--- src/rtl/booth_multiplier_8x8.sv ---
// Sequential radix-2 Booth multiplier: signed 8x8 -> signed 16-bit product in 8 steps.
// Define BOOTH_DONE_EN to add a one-cycle 'done' completion pulse output.
module booth_multiplier_8x8 (
   input  logic        clk,
   input  logic        rst_n,
   input  logic        start,
   input  logic [7:0]  mc,
   input  logic [7:0]  mp,
   output logic [15:0] prod,
   output logic        busy
`ifdef BOOTH_DONE_EN
   ,
   output logic        done
`endif
);

   typedef enum logic [0:0] {
      ST_IDLE = 1'b0,
      ST_RUN  = 1'b1
   } state_t;

   state_t      r_state;
   logic [7:0]  r_m;
   logic [7:0]  r_q;
   logic [8:0]  r_a;
   logic        r_q1;
   logic [2:0]  r_cnt;
   logic [15:0] r_prod;
   logic        r_busy;

   logic [8:0]  w_sum;
   logic [8:0]  w_a_next;
   logic [7:0]  w_q_next;
   logic        w_q1_next;
   logic        w_last;

   // A is 9 bits wide so that subtracting mc = -128 cannot overflow
   function automatic logic [8:0] booth_add(input logic [8:0] a,
                                            input logic [7:0] m,
                                            input logic [1:0] pair);
      logic [8:0] m_ext;
      logic [8:0] res;
      m_ext = {m[7], m};
      case (pair)
         2'b01:   res = a + m_ext;
         2'b10:   res = a - m_ext;
         default: res = a;
      endcase
      return res;
   endfunction

   // One Booth step: conditional add/subtract followed by arithmetic right shift
   always_comb begin
      w_sum     = booth_add(r_a, r_m, {r_q[0], r_q1});
      w_a_next  = {w_sum[8], w_sum[8:1]};
      w_q_next  = {w_sum[0], r_q[7:1]};
      w_q1_next = r_q[0];
      w_last    = (r_cnt == 3'd7);
   end

   // Control FSM and datapath registers
   always_ff @(posedge clk or negedge rst_n) begin
      if (!rst_n) begin
         r_state <= ST_IDLE;
         r_m     <= 8'h00;
         r_q     <= 8'h00;
         r_a     <= 9'h000;
         r_q1    <= 1'b0;
         r_cnt   <= 3'd0;
         r_prod  <= 16'h0000;
         r_busy  <= 1'b0;
      end else begin
         case (r_state)
            ST_IDLE: begin
               if (start) begin
                  r_m     <= mc;
                  r_q     <= mp;
                  r_a     <= 9'h000;
                  r_q1    <= 1'b0;
                  r_cnt   <= 3'd0;
                  r_busy  <= 1'b1;
                  r_state <= ST_RUN;
               end else begin
                  r_busy  <= 1'b0;
                  r_state <= ST_IDLE;
               end
            end
            ST_RUN: begin
               r_a  <= w_a_next;
               r_q  <= w_q_next;
               r_q1 <= w_q1_next;
               if (w_last) begin
                  r_prod  <= {w_a_next[7:0], w_q_next};
                  r_busy  <= 1'b0;
                  r_cnt   <= 3'd0;
                  r_state <= ST_IDLE;
               end else begin
                  r_busy  <= 1'b1;
                  r_cnt   <= r_cnt + 3'd1;
                  r_state <= ST_RUN;
               end
            end
            default: begin
               r_busy  <= 1'b0;
               r_cnt   <= 3'd0;
               r_state <= ST_IDLE;
            end
         endcase
      end
   end

`ifdef BOOTH_DONE_EN
   logic r_done;

   // Completion pulse, aligned with the first cycle busy reads low
   always_ff @(posedge clk or negedge rst_n) begin
      if (!rst_n) begin
         r_done <= 1'b0;
      end else begin
         r_done <= (r_state == ST_RUN) && w_last;
      end
   end

   assign done = r_done;
`endif

   assign prod = r_prod;
   assign busy = r_busy;

endmodule

--- config.mk ---
export PLATFORM = sky130hd
export DESIGN_NAME = booth_multiplier_8x8
export DESIGN_NICKNAME = d
export VERILOG_FILES = /design/src/rtl/booth_multiplier_8x8.sv
export SDC_FILE = /design/constraint.sdc
export NUM_CORES = 1
export LEC_CHECK = 0
export ABC_CLOCK_PERIOD_IN_PS = 2900
export CORE_ASPECT_RATIO = 0.8
export CORE_MARGIN = 4
export CORE_UTILIZATION = 45
export DETAILED_ROUTE_END_ITERATION = 6
export GPL_TIMING_DRIVEN = 0
export PLACE_DENSITY = 0.71
export SKIP_CTS_REPAIR_TIMING = 1
export SLEW_MARGIN = 20
export SYNTH_ARGS = -nofsm -noshare
export SYNTH_HDL_FRONTEND = slang
export SYNTH_SLANG_ARGS = --single-unit
export TNS_END_PERCENT = 50
--- constraint.sdc ---
create_clock -name clk -period 2.9 [get_ports clk]
set_input_delay 0.58 -clock clk [delete_from_list [all_inputs] [get_ports clk]]
set_output_delay 0.58 -clock clk [all_outputs]
set_load 0.01 [all_outputs]
==> metrics.txt, run 1 <==
multi-input logic area=about 1300 um^2; Synth Cell Area=2464 um^2; Top FF cell, synth=dfrtp_1; crit start category=register; Max Freq=357.7 MHz; CTS HTree Levels=2; initial antenna violation count=0; Worst Setup End Kind=register; # diodes=0; register area=1129 um^2; CTS Buf Count=5; # IOs=36; Synth area leaders=dfrtp_1, mux2_2, ha_1; die area=between 6000 and 7000 um^2; Starting Density=0.4783; clk sink count=45; final hold vios=0; # fillers=445; vias per cell=5.320; Pre-antenna DRT Iters=5; first-pass GRT wire length=8659 um; Total GRT Usage=0.1617; syn_area_per_cell=10.76 um^2; Max-cap violations=0; Antenna Nets Post-Route=0; largest net degree at the start of global routing=33; most common cell in the netlist=dfrtp_1; Post-synth EDFFs=0; Max Root-Sink Buffers=2; top cell type by total area after synthesis=dfrtp_1; Row Count=23; Mapped Cells=229; root buf cell=clkbuf_8; Setup TNS=0 ns; Core Footprint=5151 um^2; RD Place Congestion=0.8633; Setup Skew=0.007345 ns; # setup viols final=0; Die Height=74.18 um; status=finished clean; Commonest cells post-synth=dfrtp_1, nand2_1, o21ai_0; slew margin rel.=0.6084; Final Net Count=approximately 310; layout cells sized above 1=0.2482; Residual DRC=0; RR Startpoint=r_m[1]; register area share after synthesis=0.4571; DR WL/cell=15.39 um; ys async rst share=1.000; maximum fanout along the worst path=5; CP Class=reg2reg; Yosys cell types=40; vias in the first global route=1,725; grt ovf=0; syn nets=261; RSZ-0062 raised after global routing=yes; initial DRC count=99; Hold Crit Class=in2async; min cycle time layout=2.796 ns; WP data arrival=2.98 ns; Max Slew Vio Count=0; WL final=5295 um; Area Overhead vs Synth=29.61%; Ys Warns=0; Worst-path clk slew=0.08 ns; Critical Path Start=r_m[1]; Die X=90.73 um; port bufs=35; Final Cycle Share=0.9640; share of the synthesized area in the top cell type=0.4571; routed vias=between 1,500 and 2,000; Slew @ Worst Pin=0.5874 ns; flops & latches, synth=45; Worst-Skew Late Latency=0.30 ns; CTS tree=built; data required time of the worst path=3.09 ns; DPL Wire Length=3757 um
-- placed cells by master, fill, tap and decap left out, types with 4 or more instances in the layout --
cell,count
clkdlybuf4s50_1,34
mux2i_1,12
inv_1,7
a22o_1,5
ha_1,7
xnor2_1,5
o21a_1,5
mux2_2,17
xor2_1,5
nor2_1,10
o21ai_0,19
nor3_1,4
nand2_1,26
clkbuf_8,9
dfrtp_1,43
clkbuf_1,6
buf_4,10
a21oi_1,6
-- stage by stage --
step | setup slack [ns] | instance area [um^2] | hold slack [ns] | cells | utilization
3_3_place_gp | -0.1183 | 2892 | 0.4612 | 326 | 0.5613
4_1_cts | -0.1768 | 2993 | 0.1826 | 334 | 0.5810
2_1_floorplan | 0.1109 | 2464 | 0.2844 | 229 | -
3_5_place_dp | -0.1541 | 2907 | 0.4698 | 327 | 0.5642
6_report | 0.1043 | 3193 | 0.1735 | 344 | 0.6199
5_1_grt | -0.06826 | 3193 | 0.1978 | 344 | 0.6199
-- worst max-delay path, stage by stage, from the launching register on --
cell and delay [ns]:
dfrtp_1 0.44, inv_2 0.11, ha_4 0.13, nor3b_4 0.26, nor2_2 0.09, xnor2_2 0.16
ha_4 0.18, a2111o_1 0.39, o22a_2 0.27, xor2_1 0.18, o21a_1 0.19, o31a_1 0.28
-- kinds of logic (layout without fill, tap and decap cells) --
family,Yosys count,count (layout),share of synthesized area
and+or+nand+nor,53,53,0.09700
AOI/OAI and AO/OA,55,55,0.1478
xor gates and xnor gates,12,12,0.04266
buffers and inverters,20,73,0.04926
adders and majority gates,13,13,0.06907
DFF,45,45,0.4571
muxes,31,31,0.1371
-- area by class of cell --
cell class                      instances  share of cell area
Multi-Input combinational cell        164              0.4193
Sequential cell                        45              0.3534
Inverter                                9             0.01058
Timing Repair Buffer                   46              0.1379
Tap cell                               62             0.02429
Buffer                                 11             0.02743
Clock buffer                            7             0.02704
-- path summary, 6_finish.rpt --
path                            end  slack (ns)  cells after the start
min in group clk           prod[10]        0.48                      2
max                        prod[15]        0.10                     11
max reg2reg                prod[15]        0.10                     11
max in group asynchronous    r_m[3]        2.23                      2
min                         prod[1]        0.17                      1
min reg2reg                prod[10]        0.48                      2
-- registers in the layout, summed over array words and instances, names as in the netlist --
name   flops
r_m        8
r_q        8
busy       1
prod      16
r_cnt      3
r_a        8
r_q1       1
-- routing by layer --
metal,part of all wire,up-vias,global-route usage
li1,-,914,-
met1,0.52,873,0.2449
met2,0.44,40,0.2399
met3,0.034,3,0.02932
met4,0.0051,0,0.04075
met5,0,-,0
Power of run 1 is not shown: default switching activity piles up to over one toggle a cycle in this logic, so the estimate is an artifact.
==> inputs of run 2 (changes only) <==
- ABC_CLOCK_PERIOD_IN_PS: 2900 -> 2500
- CTS_BUF_LIST: not set -> sky130_fd_sc_hd__clkbuf_4 sky130_fd_sc_hd__clkbuf_8
- clock period: 2.9 -> 2.5 ns (I/O delays scaled with it)
==> run 2 against run 1 <==
- the run now ends with negative setup slack left
- fmax decreased by 1.8%
- die area did not move
- sequential share of layout area is 0.095 points higher
- worst hold slack lost 0.067 ns
- worst setup slack lost 0.45 ns
- cell count fell by 0.87%
- critical path depth increased by 1
- global-route usage shrank 0.067 points
- clock skew fell by 0.0042 ns
- largest cell class unchanged
==> metrics.txt, run 2 (same netlist as run 1, synthesis figures left out) <==
Area Overhead vs Synth=29.41%; CP Class=reg2reg; Final Net Count=310; Setup Skew=0.003192 ns; grt ovf=0; Post-DP Area=approximately 3000 um^2; port bufs=35; Residual DRC=0; CTS tree=built; Largest register FFs=16; Worst-path clk slew=0.08 ns; WP data arrival=3.04 ns; failing checks=negative setup slack; RSZ-0062 raised after global routing=yes; vias per cell=5.405; Pre-antenna DRT Iters=4; Slew @ Worst Pin=0.5895 ns; Row Count=23; root buf cell=clkbuf_8; crit start category=register; DR WL/cell=15.63 um; vias in the first global route=1,788; Worst-Skew Late Latency=0.30 ns; layout cells sized above 1=0.2330; Max-cap violations=0; # diodes=0; initial DRC count=60; Max Freq=between 300 and 400 MHz; Die Height=74.18 um; DPL Wire Length=3835 um; # IOs=36; Antenna Nets Post-Route=0; WL final=5331 um; Core Footprint=5151 um^2; Max Root-Sink Buffers=2; # setup viols final=8; commonest non-fill, non-tap cells in the layout=dfrtp_1, clkdlybuf4s50_1, nand2_1; initial antenna violation count=0; die area=6730 um^2; most common cell after layout, fill and taps aside=dfrtp_1; CTS Buf Count=5; clk sink count=45; Worst Setup End Kind=register; largest net degree at the start of global routing=32; Hold Crit Class=in2async; RD Place Congestion=0.8043; data required time of the worst path=between 2 and 3 ns; Die X=a little over 90 um; Total GRT Usage=0.1610; final hold vios=0; Max Slew Vio Count=0; CTS HTree Levels=2; Starting Density=0.4783; first-pass GRT wire length=8652 um; Final Cycle Share=1.138; min cycle time layout=about 2.8 ns; maximum fanout along the worst path=5; routed vias=~1,800; status=finished, violations left; post-layout instance area=3188 um^2; Final WS setup=-0.3459 ns; slew margin rel.=0.6070
-- run 2: metrics by stage --
step,worst slack (ns),hold slack [ns],instances,setup TNS [ns],util
final,-0.3459,0.1066,341,-1.888,0.6189
after global routing,-0.4644,0.1301,341,-2.940,0.6189
after CTS,-0.5313,0.1134,335,-2.807,0.5905
after detailed placement,-0.4994,0.4384,327,-2.495,0.5672
after global placement,-0.4273,0.4724,326,-17.11,0.5642
after floorplan,-0.1622,0.2044,229,-0.5292,-
-- run 2: path summary, 6_finish.rpt --
path	start	end	slack, ns	cells after the start
worst min-delay path	rst_n	prod[13]	0.11	1
worst max-delay path	r_m[0]	prod[14]	-0.35	12
min in group clk	prod[11]	prod[11]	0.50	2
worst min register to register	prod[11]	prod[11]	0.50	2
worst max register to register	r_m[0]	prod[14]	-0.35	12
max in group asynchronous	rst_n	r_m[0]	1.89	2
-- run 2: layout make-up --
type                    count  area [um^2]
fillers                   438         1963
inverters                   9        33.78
clock buffers               7        90.09
well taps                  62        77.57
flip-flops and latches     45         1130
multi-input cells         164         1329
repair buffers             42        410.4
clock inverters             1        30.03
plain buffers              11        87.58
-- run 2: layer usage --
| layer | vias to the layer above | track usage | part of all wire |
|---|---|---|---|
| met5 | - | 0 | 0 |
| met4 | 0 | 0.04075 | 0.0092 |
| met3 | 7 | 0.03539 | 0.031 |
| met2 | 31 | 0.2498 | 0.45 |
| met1 | 903 | 0.2317 | 0.51 |
| li1 | 902 | - | - |
-- run 2: worst max-delay path, cell delays in order, from the launching register on --
cell      delay (ns)
dfrtp_2         0.45
inv_2           0.09
ha_4            0.13
nor3b_4         0.23
nor2_1          0.08
xnor2_1         0.20
ha_2            0.33
a21o_2          0.20
a21o_1          0.18
a221oi_2        0.30
xor2_1          0.19
o21ai_1         0.10
mux2_2          0.26
Power of run 2 is left out for the same reason.
